**src/rtl/motor_pkg.sv**
```systemverilog
// Shared definitions for the motor command sequencer: waiter direction codes,
// motor command codes and frame constants.
package motor_pkg;

  // Waiter state-machine direction codes
  localparam logic [3:0] DIR_S0 = 4'd0;
  localparam logic [3:0] DIR_S1 = 4'd1;
  localparam logic [3:0] DIR_S2 = 4'd2;
  localparam logic [3:0] DIR_S3 = 4'd3;
  localparam logic [3:0] DIR_S4 = 4'd4;
  localparam logic [3:0] DIR_S5 = 4'd5;
  localparam logic [3:0] DIR_S6 = 4'd6;
  localparam logic [3:0] DIR_S7 = 4'd7;
  localparam logic [3:0] DIR_S8 = 4'd8;

  typedef enum logic [2:0] {
    CMD_STOP       = 3'd0,
    CMD_FWD        = 3'd1,
    CMD_LEFT       = 3'd2,
    CMD_BACK       = 3'd3,
    CMD_RIGHT_BACK = 3'd4
  } cmd_t;

  localparam logic [7:0] HDR       = 8'hA5;
  localparam int         FRAME_LEN = 4;

  // Any unlisted code (idle-type states and undefined 9..15) maps to STOP
  function automatic cmd_t dir_to_cmd(input logic [3:0] dir);
    case (dir)
      DIR_S1, DIR_S3: return CMD_FWD;
      DIR_S2:         return CMD_LEFT;
      DIR_S5, DIR_S7: return CMD_BACK;
      DIR_S6:         return CMD_RIGHT_BACK;
      default:        return CMD_STOP;
    endcase
  endfunction

endpackage

```
**src/rtl/motor_frame_encode.sv**
```systemverilog
// Combinational frame byte generator: HDR, CMD, scaled speed, checksum.
module motor_frame_encode
  import motor_pkg::*;
#(
  parameter int SPEED_STEP = 32
) (
  input  cmd_t       i_cmd,
  input  logic [2:0] i_speed,
  input  logic [1:0] i_idx,
  output logic [7:0] o_byte
);

  localparam logic [31:0] STEP = SPEED_STEP;

  logic [31:0] w_prod;
  logic [7:0]  w_spd;
  logic [7:0]  w_cmd;

  assign w_prod = {29'd0, i_speed} * STEP;
  assign w_cmd  = {5'd0, i_cmd};

  // STOP always carries a zero speed byte; others saturate at 255
  always_comb begin
    w_spd = 8'h00;
    if (i_cmd != CMD_STOP) w_spd = (w_prod > 32'd255) ? 8'hFF : w_prod[7:0];
  end

  // Byte selection by position within the frame
  always_comb begin
    o_byte = HDR;
    case (i_idx)
      2'd0: o_byte = HDR;
      2'd1: o_byte = w_cmd;
      2'd2: o_byte = w_spd;
      2'd3: o_byte = w_cmd ^ w_spd;
      default: o_byte = HDR;
    endcase
  end

endmodule

```
**src/rtl/motor_cmd_sequencer.sv**
```systemverilog
// Sequences motor command frames onto the shared UART byte transmitter,
// inserting a STOP frame between motion types and refreshing periodically.
module motor_cmd_sequencer
  import motor_pkg::*;
#(
  parameter int GAP_CYCLES     = 50000,
  parameter int REFRESH_CYCLES = 5000000,
  parameter int SPEED_STEP     = 32
) (
  input  logic       i_clk,
  input  logic       i_rst_n,
  input  logic [3:0] i_direction,
  input  logic [2:0] i_speed,
  input  logic       i_tx_ready,
  output logic [7:0] o_tx_data,
  output logic       o_tx_valid,
  output logic       o_busy,
  output logic       o_frame_done,
  output logic [2:0] o_active_cmd
);

  typedef enum logic [1:0] {S_IDLE, S_LOAD, S_SEND, S_GAP} state_t;

  localparam int GAP_W = $clog2(GAP_CYCLES + 1);
  localparam int REF_W = $clog2(REFRESH_CYCLES + 1);
  localparam logic [GAP_W-1:0] GAP_LAST = GAP_W'(GAP_CYCLES - 1);
  localparam logic [REF_W-1:0] REF_MAX  = REF_W'(REFRESH_CYCLES);
  localparam logic [1:0]       IDX_LAST = 2'(FRAME_LEN - 1);

  state_t           r_state, w_next;
  logic [3:0]       r_dir;
  logic [2:0]       r_spd;
  logic             r_pend;
  cmd_t             r_last_cmd, r_frm_cmd, r_active;
  logic [2:0]       r_last_spd, r_frm_spd;
  logic [1:0]       r_idx;
  logic [GAP_W-1:0] r_gap;
  logic [REF_W-1:0] r_ref;
  logic             r_done;

  cmd_t       w_des_cmd;
  logic [2:0] w_des_spd;
  logic       w_need_stop, w_change, w_ref_exp, w_go, w_acc, w_last, w_gap_end;
  logic [7:0] w_byte;

  assign w_des_cmd   = dir_to_cmd(r_dir);
  assign w_des_spd   = (w_des_cmd == CMD_STOP) ? 3'd0 : r_spd;
  assign w_need_stop = r_pend | ((w_des_cmd != r_last_cmd) &&
                                 (w_des_cmd != CMD_STOP) && (r_last_cmd != CMD_STOP));
  assign w_change    = {w_des_cmd, w_des_spd} != {r_last_cmd, r_last_spd};
  assign w_ref_exp   = (r_ref == REF_MAX);
  assign w_go        = w_need_stop | w_change | w_ref_exp;
  assign w_acc       = (r_state == S_SEND) & i_tx_ready;
  assign w_last      = w_acc & (r_idx == IDX_LAST);
  assign w_gap_end   = (r_gap >= GAP_LAST);

  motor_frame_encode #(.SPEED_STEP(SPEED_STEP)) u_enc (
    .i_cmd   (r_frm_cmd),
    .i_speed (r_frm_spd),
    .i_idx   (r_idx),
    .o_byte  (w_byte)
  );

  assign o_tx_valid   = (r_state == S_SEND);
  assign o_tx_data    = (r_state == S_SEND) ? w_byte : 8'h00;
  assign o_busy       = (r_state != S_IDLE);
  assign o_frame_done = r_done;
  assign o_active_cmd = r_active;

  // State register
  always_ff @(posedge i_clk or negedge i_rst_n) begin
    if (!i_rst_n) r_state <= S_IDLE;
    else          r_state <= w_next;
  end

  // Next-state logic
  always_comb begin
    w_next = r_state;
    case (r_state)
      S_IDLE: if (w_go) w_next = S_LOAD;
      S_LOAD: w_next = S_SEND;
      S_SEND: if (w_last) w_next = S_GAP;
      S_GAP:  if (w_gap_end) w_next = S_IDLE;
      default: w_next = S_IDLE;
    endcase
  end

  // Input sampling, frame latch, handshake, counters and bookkeeping.
  // The frame content is captured at the IDLE decision so the STOP/no-STOP
  // choice and the transmitted pair always come from the same sample.
  always_ff @(posedge i_clk or negedge i_rst_n) begin
    if (!i_rst_n) begin
      r_dir      <= 4'd0;
      r_spd      <= 3'd0;
      r_pend     <= 1'b1;
      r_last_cmd <= CMD_STOP;
      r_last_spd <= 3'd0;
      r_frm_cmd  <= CMD_STOP;
      r_frm_spd  <= 3'd0;
      r_active   <= CMD_STOP;
      r_idx      <= 2'd0;
      r_gap      <= '0;
      r_ref      <= '0;
      r_done     <= 1'b0;
    end else begin
      r_dir  <= i_direction;
      r_spd  <= i_speed;
      r_done <= w_last;
      if (r_state == S_IDLE && w_go) begin
        r_frm_cmd <= w_need_stop ? CMD_STOP : w_des_cmd;
        r_frm_spd <= w_need_stop ? 3'd0 : w_des_spd;
        if (w_need_stop) r_pend <= 1'b1;
      end
      if (r_state == S_LOAD) r_idx <= 2'd0;
      if (w_acc) r_idx <= r_idx + 2'd1;
      if (w_last) begin
        r_last_cmd <= r_frm_cmd;
        r_last_spd <= r_frm_spd;
        r_active   <= r_frm_cmd;
        if (r_frm_cmd == CMD_STOP) r_pend <= 1'b0;
      end
      r_gap <= (r_state == S_GAP && !w_gap_end) ? r_gap + GAP_W'(1) : '0;
      r_ref <= (r_state == S_IDLE && !w_ref_exp) ? r_ref + REF_W'(1) : '0;
    end
  end

endmodule

```
**config.mk**
```make
export PLATFORM = sky130hd
export DESIGN_NAME = motor_cmd_sequencer
export DESIGN_NICKNAME = d
export VERILOG_FILES = /design/src/rtl/motor_pkg.sv /design/src/rtl/motor_frame_encode.sv /design/src/rtl/motor_cmd_sequencer.sv
export SDC_FILE = /design/constraint.sdc
export NUM_CORES = 1
export LEC_CHECK = 0
export CAP_MARGIN = 25
export CORE_MARGIN = 1.5
export CORE_UTILIZATION = 30
export DETAILED_ROUTE_END_ITERATION = 16
export GPL_ROUTABILITY_DRIVEN = 0
export PLACE_DENSITY_LB_ADDON = 0.15
export SYNTH_ARGS = -nofsm -noshare
export SYNTH_HDL_FRONTEND = slang
export SYNTH_SLANG_ARGS = --single-unit
export TNS_END_PERCENT = 1
```
**constraint.sdc**
```tcl
create_clock -name i_clk -period 5.8 [get_ports i_clk]
set_input_delay 0.87 -clock i_clk [delete_from_list [all_inputs] [get_ports i_clk]]
set_output_delay 0.87 -clock i_clk [all_outputs]
set_load 0.02 [all_outputs]
```
==> results of run 1 <==
registers in the layout (all words and copies together), names as in the netlist:
| name | count |
|---|---|
| o_active_cmd | 3 |
| r_ref | 23 |
| o_frame_done | 1 |
| r_gap | 16 |
| r_state | 2 |
| r_last_spd | 3 |
| r_spd | 3 |
| r_frm_cmd | 3 |
| r_pend | 1 |
| r_dir | 4 |
| r_idx | 2 |
| r_frm_spd | 3 |
power groups by stage:
stage                     sequential (W)  combinational (W)  clock (W)
final                           0.000554           0.000422   0.000628
after global placement          0.000560           0.000426          0
after detailed placement        0.000563           0.000428          0
after CTS                       0.000554           0.000431   0.000646
after floorplan                 0.000544           0.000297          0
after global routing            0.000564           0.000475   0.000668
per-stage QoR:
step                  util  total power (W)
detailed placement  0.3428        0.0009912
global route        0.3742         0.001706
floorplan                -        0.0008418
CTS                 0.3742         0.001631
finish              0.3742         0.001604
global placement    0.3428        0.0009861
area by class of cell:
class | instances | area (sq um) | area share
inverter | 22 | 82.58 | 0.02009
clock inverter | 7 | 120.1 | 0.02922
multi-input combinational | 264 | 1684 | 0.4097
tap | 140 | 175.2 | 0.04262
timing repair buffer | 23 | 220.2 | 0.05358
sequential | 64 | 1603 | 0.3900
clock buffer | 9 | 225.2 | 0.05479
path summary, 6_finish.rpt:
check                                        from                      to  depth (start not counted)
max                        r_state[0]$_DFFE_PN0P_            o_tx_data[6]                          4
min                            r_gap[0]$_DFF_PN0_      r_gap[0]$_DFF_PN0_                          1
max reg2reg                   r_ref[13]$_DFF_PN0_  r_state[1]$_DFFE_PN0P_                          5
min reg2reg                    r_gap[0]$_DFF_PN0_      r_gap[0]$_DFF_PN0_                          1
max in group asynchronous                 i_rst_n      r_ref[4]$_DFF_PN0_                          2
min in group asynchronous                 i_rst_n     r_ref[18]$_DFF_PN0_                          2
per-layer routing:
metal / part of all wire / track usage / vias up / wire length (microns)
met4: 0.013 / 0.04174 / 0 / 95
li1: - / - / 1307 / -
met2: 0.45 / 0.2187 / 36 / 3335
met1: 0.49 / 0.1789 / 1267 / 3612
met5: 0 / 0 / - / 0
met3: 0.041 / 0.04703 / 9 / 300
cells by family after synthesis:
group,count (synthesis),synth area share
AOI/OAI and AO/OA,57,0.1151
xor gates and xnor gates,35,0.08922
adders and majority gates,10,0.03642
buffers and inverters,37,0.04443
DFF,64,0.4665
muxes,4,0.01311
other,1,0.001091
and+or+nand+nor,156,0.2342
cells in the final DEF (no fill, tap or decap), types with 3 or more instances in the layout:
master           synthesis  final
nor2_1                  54     54
bufinv_16                0      3
xnor2_1                 15     15
o32ai_1                  5      5
nand2_1                 20     20
nand3_1                 19     19
nor3_1                   6      6
clkdlybuf4s50_1          0     20
nand4_1                 15     15
inv_1                   22     22
nor4_1                   3      3
and2_1                   4      4
xor2_1                  20     20
a21oi_1                 12     12
ha_1                    10     10
and3_1                   7      7
nor2b_1                  5      5
o21ai_0                 14     14
clkbuf_16                0      9
a31oi_1                  4      4
dfrtp_1                 63     63
or2_2                    3      3
or3_1                    5      5
worst reg2reg max path, delay by kind of cell, from the launching register on:
kind	cells	cell delay (ns)
multiplexers	1	0.35
flip-flops	1	0.48
AO/OA/AOI/OAI	2	0.42
AND/OR/NAND/NOR	2	1.02
==> results.txt, run 1 <==
Overall Global Routing Usage -> 0.1384
die width -> 110.0 microns
most instantiated library cell after synthesis -> dfrtp_1
Rel. slew slack -> 0.4390
cell internal pwr -> 0.001090 W
WL per Instance -> 13.88 microns
combinational share of power -> 0.263
fin area -> 4110 sq um
power share of the clock group -> 0.392
Post-Layout Cell Count -> 529
fmax -> 345.3 MHz
placeable core area -> 10980 sq um
Fin. Hold Viols -> 0
Skew-Pair Late Insertion Delay -> 0.34 ns
clock skew -> 0.007471 ns
Synth Warn # -> 0
Setup TNS -> 0 ns
largest net degree at the start of global routing -> 65
initial antenna violation count -> 0
Flop pwr share -> 0.345
fillers -> 1103
Post-DP Area -> 3765 sq um
hold_buf cts -> 0
Post-synth ARST share -> 1.000
H-tree levels -> 3
Avg Vias per Cell -> 4.951
cell row count -> 38
static leakage -> 1.709 nW
Setup-failing EPs final -> 0
Req. time, crit path -> 4.93 ns
ys flop type -> dfrtp_1
slowest cell delay on critical path -> 0.60 ns
top cells by count, synth -> dfrtp_1, nor2_1, inv_1, nand2_1, xor2_1
clock buffer depth -> 2
IO buf count -> 21
layout cells sized above 1 -> 0.08483
CP cell instances -> inv_1, ha_1, o2111a_1, clkdlybuf4s50_1
min cycle time layout -> 2.896 ns
Slowest cell on crit path -> clkdlybuf4s50_1
status -> finished, final reports clean
register area share after synthesis -> 0.4665
CTS tree -> done
top area cells in the synthesized netlist -> dfrtp_1, nor2_1, xor2_1, xnor2_1, ha_1
worst endpoint data arrival time -> 2.03 ns
clock-pin slew on the worst setup and hold paths -> 0.06 ns
Vias -> 2619
post-CTS sizing -> 0
post-synth top area share -> 0.4588
synthesized area -> 3436 sq um
final cycle utilization of the critical path -> 0.4993
Final Max Tran Viols -> 0
Distinct cells, synth -> 56
Hold Path Class -> flip-flop to flip-flop
total iterations of the first detailed-routing run -> 4
Worst-Margin Slew -> 0.8416 ns
CTS buffer count -> 9
switch share -> 0.3209
clk sink count -> 64
Post-synth EDFFs -> 0
crit path buf inv count -> 2
Diodes inserted -> 0
initial core utilization -> 0.3128
critical setup path kind -> flip-flop to output port
unrepaired setup endpoints after global routing -> no
Final #Nets -> 404
Synth area leader -> dfrtp_1
DRC Markers -> 0
Worst Setup Start Kind -> flip-flop
final hold slack -> 0.4549 ns
maximum VDD drop -> 0.0002144 V
Setup crit end kind -> output port
total I/O pin count -> 24
Layout area overhead -> 19.63%
Psw -> 0.0005148 W
FF-to-FF setup slack -> 3.42 ns
placed insts -> 513
vias in the first global route -> 2601
Max FO, Critical Path -> 12
Post-CTS Setup Repair Bufs -> 0
Synth Register Bits -> 64
cell count after synthesis -> 364
clock root buffer master -> clkbuf_16
Max-cap violations -> 0
CP delay by family, top -> buffers and inverters
die area -> 12100 sq um
Total Routed Length -> 7343 microns
DPL Wire Length -> 4942 microns
Final ANT Viol Nets -> 0
P per Cell Area -> 390.3 nW/um^2
Setup WS pre-CTS -> 3.229 ns
first-pass GRT wire length -> 12700 microns
number of DRC markers in iteration 0 -> 152
final worst setup slack -> 2.904 ns
Die Height -> 110.0 microns
synthesized area per cell -> 9.439 sq um
GRT overflow -> 0
(Power assumes the default switching activity.)
==> run 2, diff against run 1 <==
==> constraint.sdc (replaced) <==
create_clock -name i_clk -period 2.43 [get_ports i_clk]
set_input_delay 0.3645 -clock i_clk [delete_from_list [all_inputs] [get_ports i_clk]]
set_output_delay 0.3645 -clock i_clk [all_outputs]
set_load 0.02 [all_outputs]
==> run 2 against run 1 <==
Against the previous run: global-route usage up 0.075 points; sequential share of layout area down 0.25 points; cell count rose by 1.3%; power up 130%; core utilization increased by 0.27 points; worst hold slack worse by 0.40 ns; non-clock buffer count grew 7; critical endpoint unchanged; largest power group is now registers; highest routed layer unchanged.
==> results.txt, run 2 (same netlist as run 1, synthesis figures left out) <==
clock skew -> 0.006270 ns
IO buf count -> 21
clock root buffer master -> clkbuf_16
Layout area overhead -> 20.50%
CTS tree -> done
largest reg by FF count -> r_ref
vias in the first global route -> 2583
R2R cell count -> 5
Worst-Margin Slew -> 0.5942 ns
largest net degree at the start of global routing -> 41
maximum VDD drop -> 0.0004705 V
fmax -> 434.8 MHz
clk sink count -> 64
final cycle utilization of the critical path -> 0.9465
GRT overflow -> 0
Final Max Tran Viols -> 0
Req. time, crit path -> 2.07 ns
Die Height -> 110.0 microns
layout cells sized above 1 -> 0.1035
initial antenna violation count -> 0
P per Cell Area -> 880.5 nW/um^2
Worst Setup Start Kind -> flip-flop
Final ANT Viol Nets -> 0
number of DRC markers in iteration 0 -> 134
end of the critical path -> o_tx_data[6]
critical setup path kind -> flip-flop to output port
Final #Nets -> 411
FF-to-FF Start -> r_ref[16]$_DFF_PN0_
most frequent cells in the layout -> dfrtp_1, nor2_1, inv_1
static leakage -> 1.756 nW
total I/O pin count -> 24
Skew-Pair Late Insertion Delay -> 0.33 ns
DR top layer -> met4
met3 wire len -> 269 microns
most common cell after layout, fill and taps aside -> dfrtp_1
H-tree levels -> 3
DRC Markers -> 0
Max-cap violations -> 0
Overall Global Routing Usage -> 0.1392
Crit. Startpoint -> r_state[0]$_DFFE_PN0P_
max FFs per register -> 23
die area -> 12100 sq um
Hold Path Class -> primary input to asynchronous set/reset pin
WL per Instance -> 13.87 microns
min cycle time layout -> 2.300 ns
Setup TNS -> 0 ns
FF-to-FF setup slack -> 0.14 ns
final hold slack -> 0.05102 ns
total iterations of the first detailed-routing run -> 5
clock-pin slew on the worst setup and hold paths -> 0.06 ns
r2r endpoint -> r_frm_cmd[2]$_DFFE_PN0P_
Diodes inserted -> 0
placeable core area -> 10980 sq um
Pwr Total -> 0.003645 W
die width -> 110.0 microns
status -> finished, final reports clean
Vias -> 2607
Avg Vias per Cell -> 4.864
wl on met1 -> 3699 microns
Fin. Hold Viols -> 0
Max FO, Critical Path -> 12
Total Routed Length -> 7432 microns
cell row count -> 38
Rel. slew slack -> 0.5936
clock buffer depth -> 2
largest registers -> r_ref x23, r_gap x16, r_dir x4
first-pass GRT wire length -> 12810 microns
Met2 Wirelength -> 3348 microns
Setup-failing EPs final -> 0
worst endpoint data arrival time -> 1.94 ns
unrepaired setup endpoints after global routing -> no
CTS buffer count -> 9
Setup crit end kind -> output port
initial core utilization -> 0.3128
DPL Wire Length -> 5189 microns
[run 2: changes by cell type in the layout (fill, tap and decap cells not counted), sizes merged]
cell / delta
clkinvlp: +1
bufinv: -2
dlymetal6s2s: +2
buf: +7
clkbuf: +1
clkdlybuf4s50: -2
[run 2: area by class of cell]
cell class	instances	area (sq um)
clock buffer	10	229.0
fill	1099	6843
tap	140	175.2
inverter	22	82.58
timing repair buffer	30	302.8
multi-input combinational	264	1687
sequential	64	1604
clock inverter	6	60.06
[run 2: what timing repair did]
item | CTS | global route
resized for setup | 1 | 3
cloned | 0 | 0
hold buffers | 0 | 0
pin swaps | 0 | 0
setup endpoints to repair | 1 | 3
setup buffers | 0 | 0
[run 2: worst min path at each step]
stage / start / endpoint / slack [ns] / cells after the start
2_1_floorplan: i_rst_n / o_active_cmd[0]$_DFFE_PN0P_ / 0.07 / 0
3_3_place_gp: i_rst_n / r_ref[18]$_DFF_PN0_ / 0.42 / 1
3_5_place_dp: i_rst_n / r_ref[18]$_DFF_PN0_ / 0.42 / 1
4_1_cts: i_rst_n / r_ref[20]$_DFF_PN0_ / 0.06 / 1
5_1_grt: i_rst_n / r_ref[20]$_DFF_PN0_ / 0.08 / 1
6_report: i_rst_n / r_ref[20]$_DFF_PN0_ / 0.05 / 1
[run 2: worst max-delay path: stages, from the launching register on]
cell and delay [ns]:
dfrtp_1 0.41, inv_1 0.10, ha_2 0.30, o2111a_1 0.20
clkdlybuf4s50_1 0.60
[run 2: power by group]
part / internal [W] / switching [W]
registers: 0.00119 / 0.000119
logic: 0.000460 / 0.000622
clock network: 0.000787 / 0.000466
[run 2: stage by stage]
stage | worst slack (ns) | cell area [sq um] | cells | utilization
2_1_floorplan | 0.1983 | 3440 | 365 | -
3_3_place_gp | 0.1601 | 3842 | 520 | 0.3499
3_5_place_dp | 0.1372 | 3842 | 520 | 0.3499
4_1_cts | 0.06354 | 4134 | 536 | 0.3764
5_1_grt | 0.01592 | 4140 | 536 | 0.3770
6_report | 0.1299 | 4140 | 536 | 0.3770
[run 2: layer usage]
layer  track usage  vias up
met2        0.2156       36
met5             0        -
met1        0.1845     1247
met4       0.05288        0
met3       0.03880       10
li1              -     1314
==> run 3, diff against run 2 <==
--- a/config.mk
+++ b/config.mk
@@ -11,6 +11,7 @@
 export DETAILED_ROUTE_END_ITERATION = 16
 export GPL_ROUTABILITY_DRIVEN = 0
 export PLACE_DENSITY_LB_ADDON = 0.15
+export RECOVER_POWER = 50
 export SYNTH_ARGS = -nofsm -noshare
 export SYNTH_HDL_FRONTEND = slang
 export SYNTH_SLANG_ARGS = --single-unit
==> run 3 against run 2 <==
Against the previous run: the flow now finishes with violations (capacitance limit); power hardly changed; clock-buffer cell count stayed put; routed wire length is 0.15% higher; cell count stayed put; largest cell class unchanged; highest routed layer unchanged.
==> results.txt, run 3 (same netlist as run 1, synthesis figures left out) <==
status -> finished, violations left
violated checks -> capacitance limit
fin area -> 4139 sq um
vias in the first global route -> 2583
Avg Vias per Cell -> 4.866
Final Util -> 0.3769
total I/O pin count -> 24
largest reg by FF count -> r_ref
first-pass GRT wire length -> 12810 microns
Req. time, crit path -> 2.07 ns
clock skew -> 0.006278 ns
initial core utilization -> 0.3128
largest registers -> r_ref x23, r_gap x16, r_dir x4
Die Height -> 110.0 microns
Post-DP Area -> 3842 sq um
DRC Markers -> 0
P per Cell Area -> 880.2 nW/um^2
Fin. Hold Viols -> 0
Final ANT Viol Nets -> 0
combinational share of power -> 0.296
Vias -> 2608
IO buf count -> 21
cell internal pwr -> 0.002436 W
Post-CTS Setup Repair Bufs -> 0
total iterations of the first detailed-routing run -> 4
Total Routed Length -> 7443 microns
clock buffer depth -> 2
power share of the clock group -> 0.344
placeable core area -> 10980 sq um
switch share -> 0.3312
largest net degree at the start of global routing -> 41
Layout area overhead -> 20.47%
Skew-Pair Late Insertion Delay -> 0.33 ns
clock root buffer master -> clkbuf_16
die width -> 110.0 microns
CTS buffer count -> 9
Max-cap violations -> 1
Rel. slew slack -> 0.001271
H-tree levels -> 3
die area -> 12100 sq um
fmax -> 434.8 MHz
initial antenna violation count -> 0
layout cells sized above 1 -> 0.1010
GRT overflow -> 0
Overall Global Routing Usage -> 0.1392
Diodes inserted -> 0
clock-pin slew on the worst setup and hold paths -> 0.06 ns
most frequent cells in the layout -> dfrtp_1, nor2_1, inv_1
worst endpoint data arrival time -> 1.94 ns
critical setup path kind -> flip-flop to output port
clk sink count -> 64
Worst Setup Start Kind -> flip-flop
Setup TNS -> 0 ns
most common cell after layout, fill and taps aside -> dfrtp_1
unrepaired setup endpoints after global routing -> no
min cycle time layout -> 2.300 ns
max FFs per register -> 23
Flop pwr share -> 0.360
number of DRC markers in iteration 0 -> 134
DPL Wire Length -> 5189 microns
Final Max Tran Viols -> 0
static leakage -> 1.755 nW
Setup crit end kind -> output port
Max FO, Critical Path -> 12
WL per Instance -> 13.89 microns
Final #Nets -> 411
Psw -> 0.001207 W
CTS tree -> done
Hold Path Class -> primary input to asynchronous set/reset pin
maximum VDD drop -> 0.0004705 V
Worst-Margin Slew -> 1.498 ns
final cycle utilization of the critical path -> 0.9465
cell row count -> 38
Setup-failing EPs final -> 0
[run 3: cell types whose count changed in the layout (fill, tap and decap cells not counted), sizes merged]
cell / before / now
clkdlybuf4s50: 18 / 11
dlygate4sd3: 0 / 7
buf: 10 / 9
clkbuf: 10 / 11
[run 3: what timing repair did]
item	in CTS	in global routing
gates resized for setup	1	3
hold buffers	0	0
endpoints found under the setup margin	1	3
[run 3: layout make-up]
type | instances | area (sq um)
clock buffers | 10 | 229.0
clock inverters | 6 | 60.06
fillers | 1100 | 6844
inverters | 22 | 82.58
multi-input cells | 264 | 1687
flip-flops and latches | 64 | 1604
well taps | 140 | 175.2
repair buffers | 30 | 301.5
[run 3: routing by layer]
layer	GRT usage	wire length, microns
met1	0.1845	3703
met2	0.2156	3351
met3	0.03880	272
met4	0.05288	115
met5	0	0
[run 3: final timing paths]
check	from	end	slack, ns	depth (start not counted)
hold reg to reg	r_gap[0]$_DFF_PN0_	r_gap[0]$_DFF_PN0_	0.45	1
min in group i_clk	r_gap[0]$_DFF_PN0_	r_gap[0]$_DFF_PN0_	0.45	1
hold / removal	i_rst_n	r_ref[20]$_DFF_PN0_	0.39	1
setup / recovery	r_state[0]$_DFFE_PN0P_	o_tx_data[6]	0.13	4
setup reg to reg	r_ref[16]$_DFF_PN0_	r_frm_cmd[2]$_DFFE_PN0P_	0.14	5
max in group asynchronous	i_rst_n	r_pend$_DFF_PN1_	1.08	2
[run 3: per-stage QoR]
| step | hold slack, ns | power, W | cells | setup WS (ns) |
|---|---|---|---|---|
| after floorplan | 0.06891 | 0.002009 | 365 | 0.1983 |
| after global placement | 0.4162 | 0.002422 | 520 | 0.1601 |
| after detailed placement | 0.4182 | 0.002431 | 520 | 0.1372 |
| after CTS | 0.06428 | 0.003715 | 536 | 0.06354 |
| after global routing | 0.4776 | 0.003890 | 536 | 0.01592 |
| final | 0.3895 | 0.003643 | 536 | 0.1300 |
[run 3: power by group through the flow]
stage          clock (W)  combinational (W)  sequential, W
6_report         0.00125            0.00108        0.00131
5_1_grt          0.00135            0.00121        0.00133
4_1_cts          0.00130            0.00111        0.00131
3_5_place_dp           0            0.00110        0.00133
3_3_place_gp           0            0.00110        0.00133
2_1_floorplan          0           0.000710        0.00130
[run 3: worst max-delay path: stages (launching register included)]
cell and delay (ns):
dfrtp_1 0.41, inv_1 0.10, ha_2 0.30, o2111a_1 0.20, clkdlybuf4s50_1 0.60
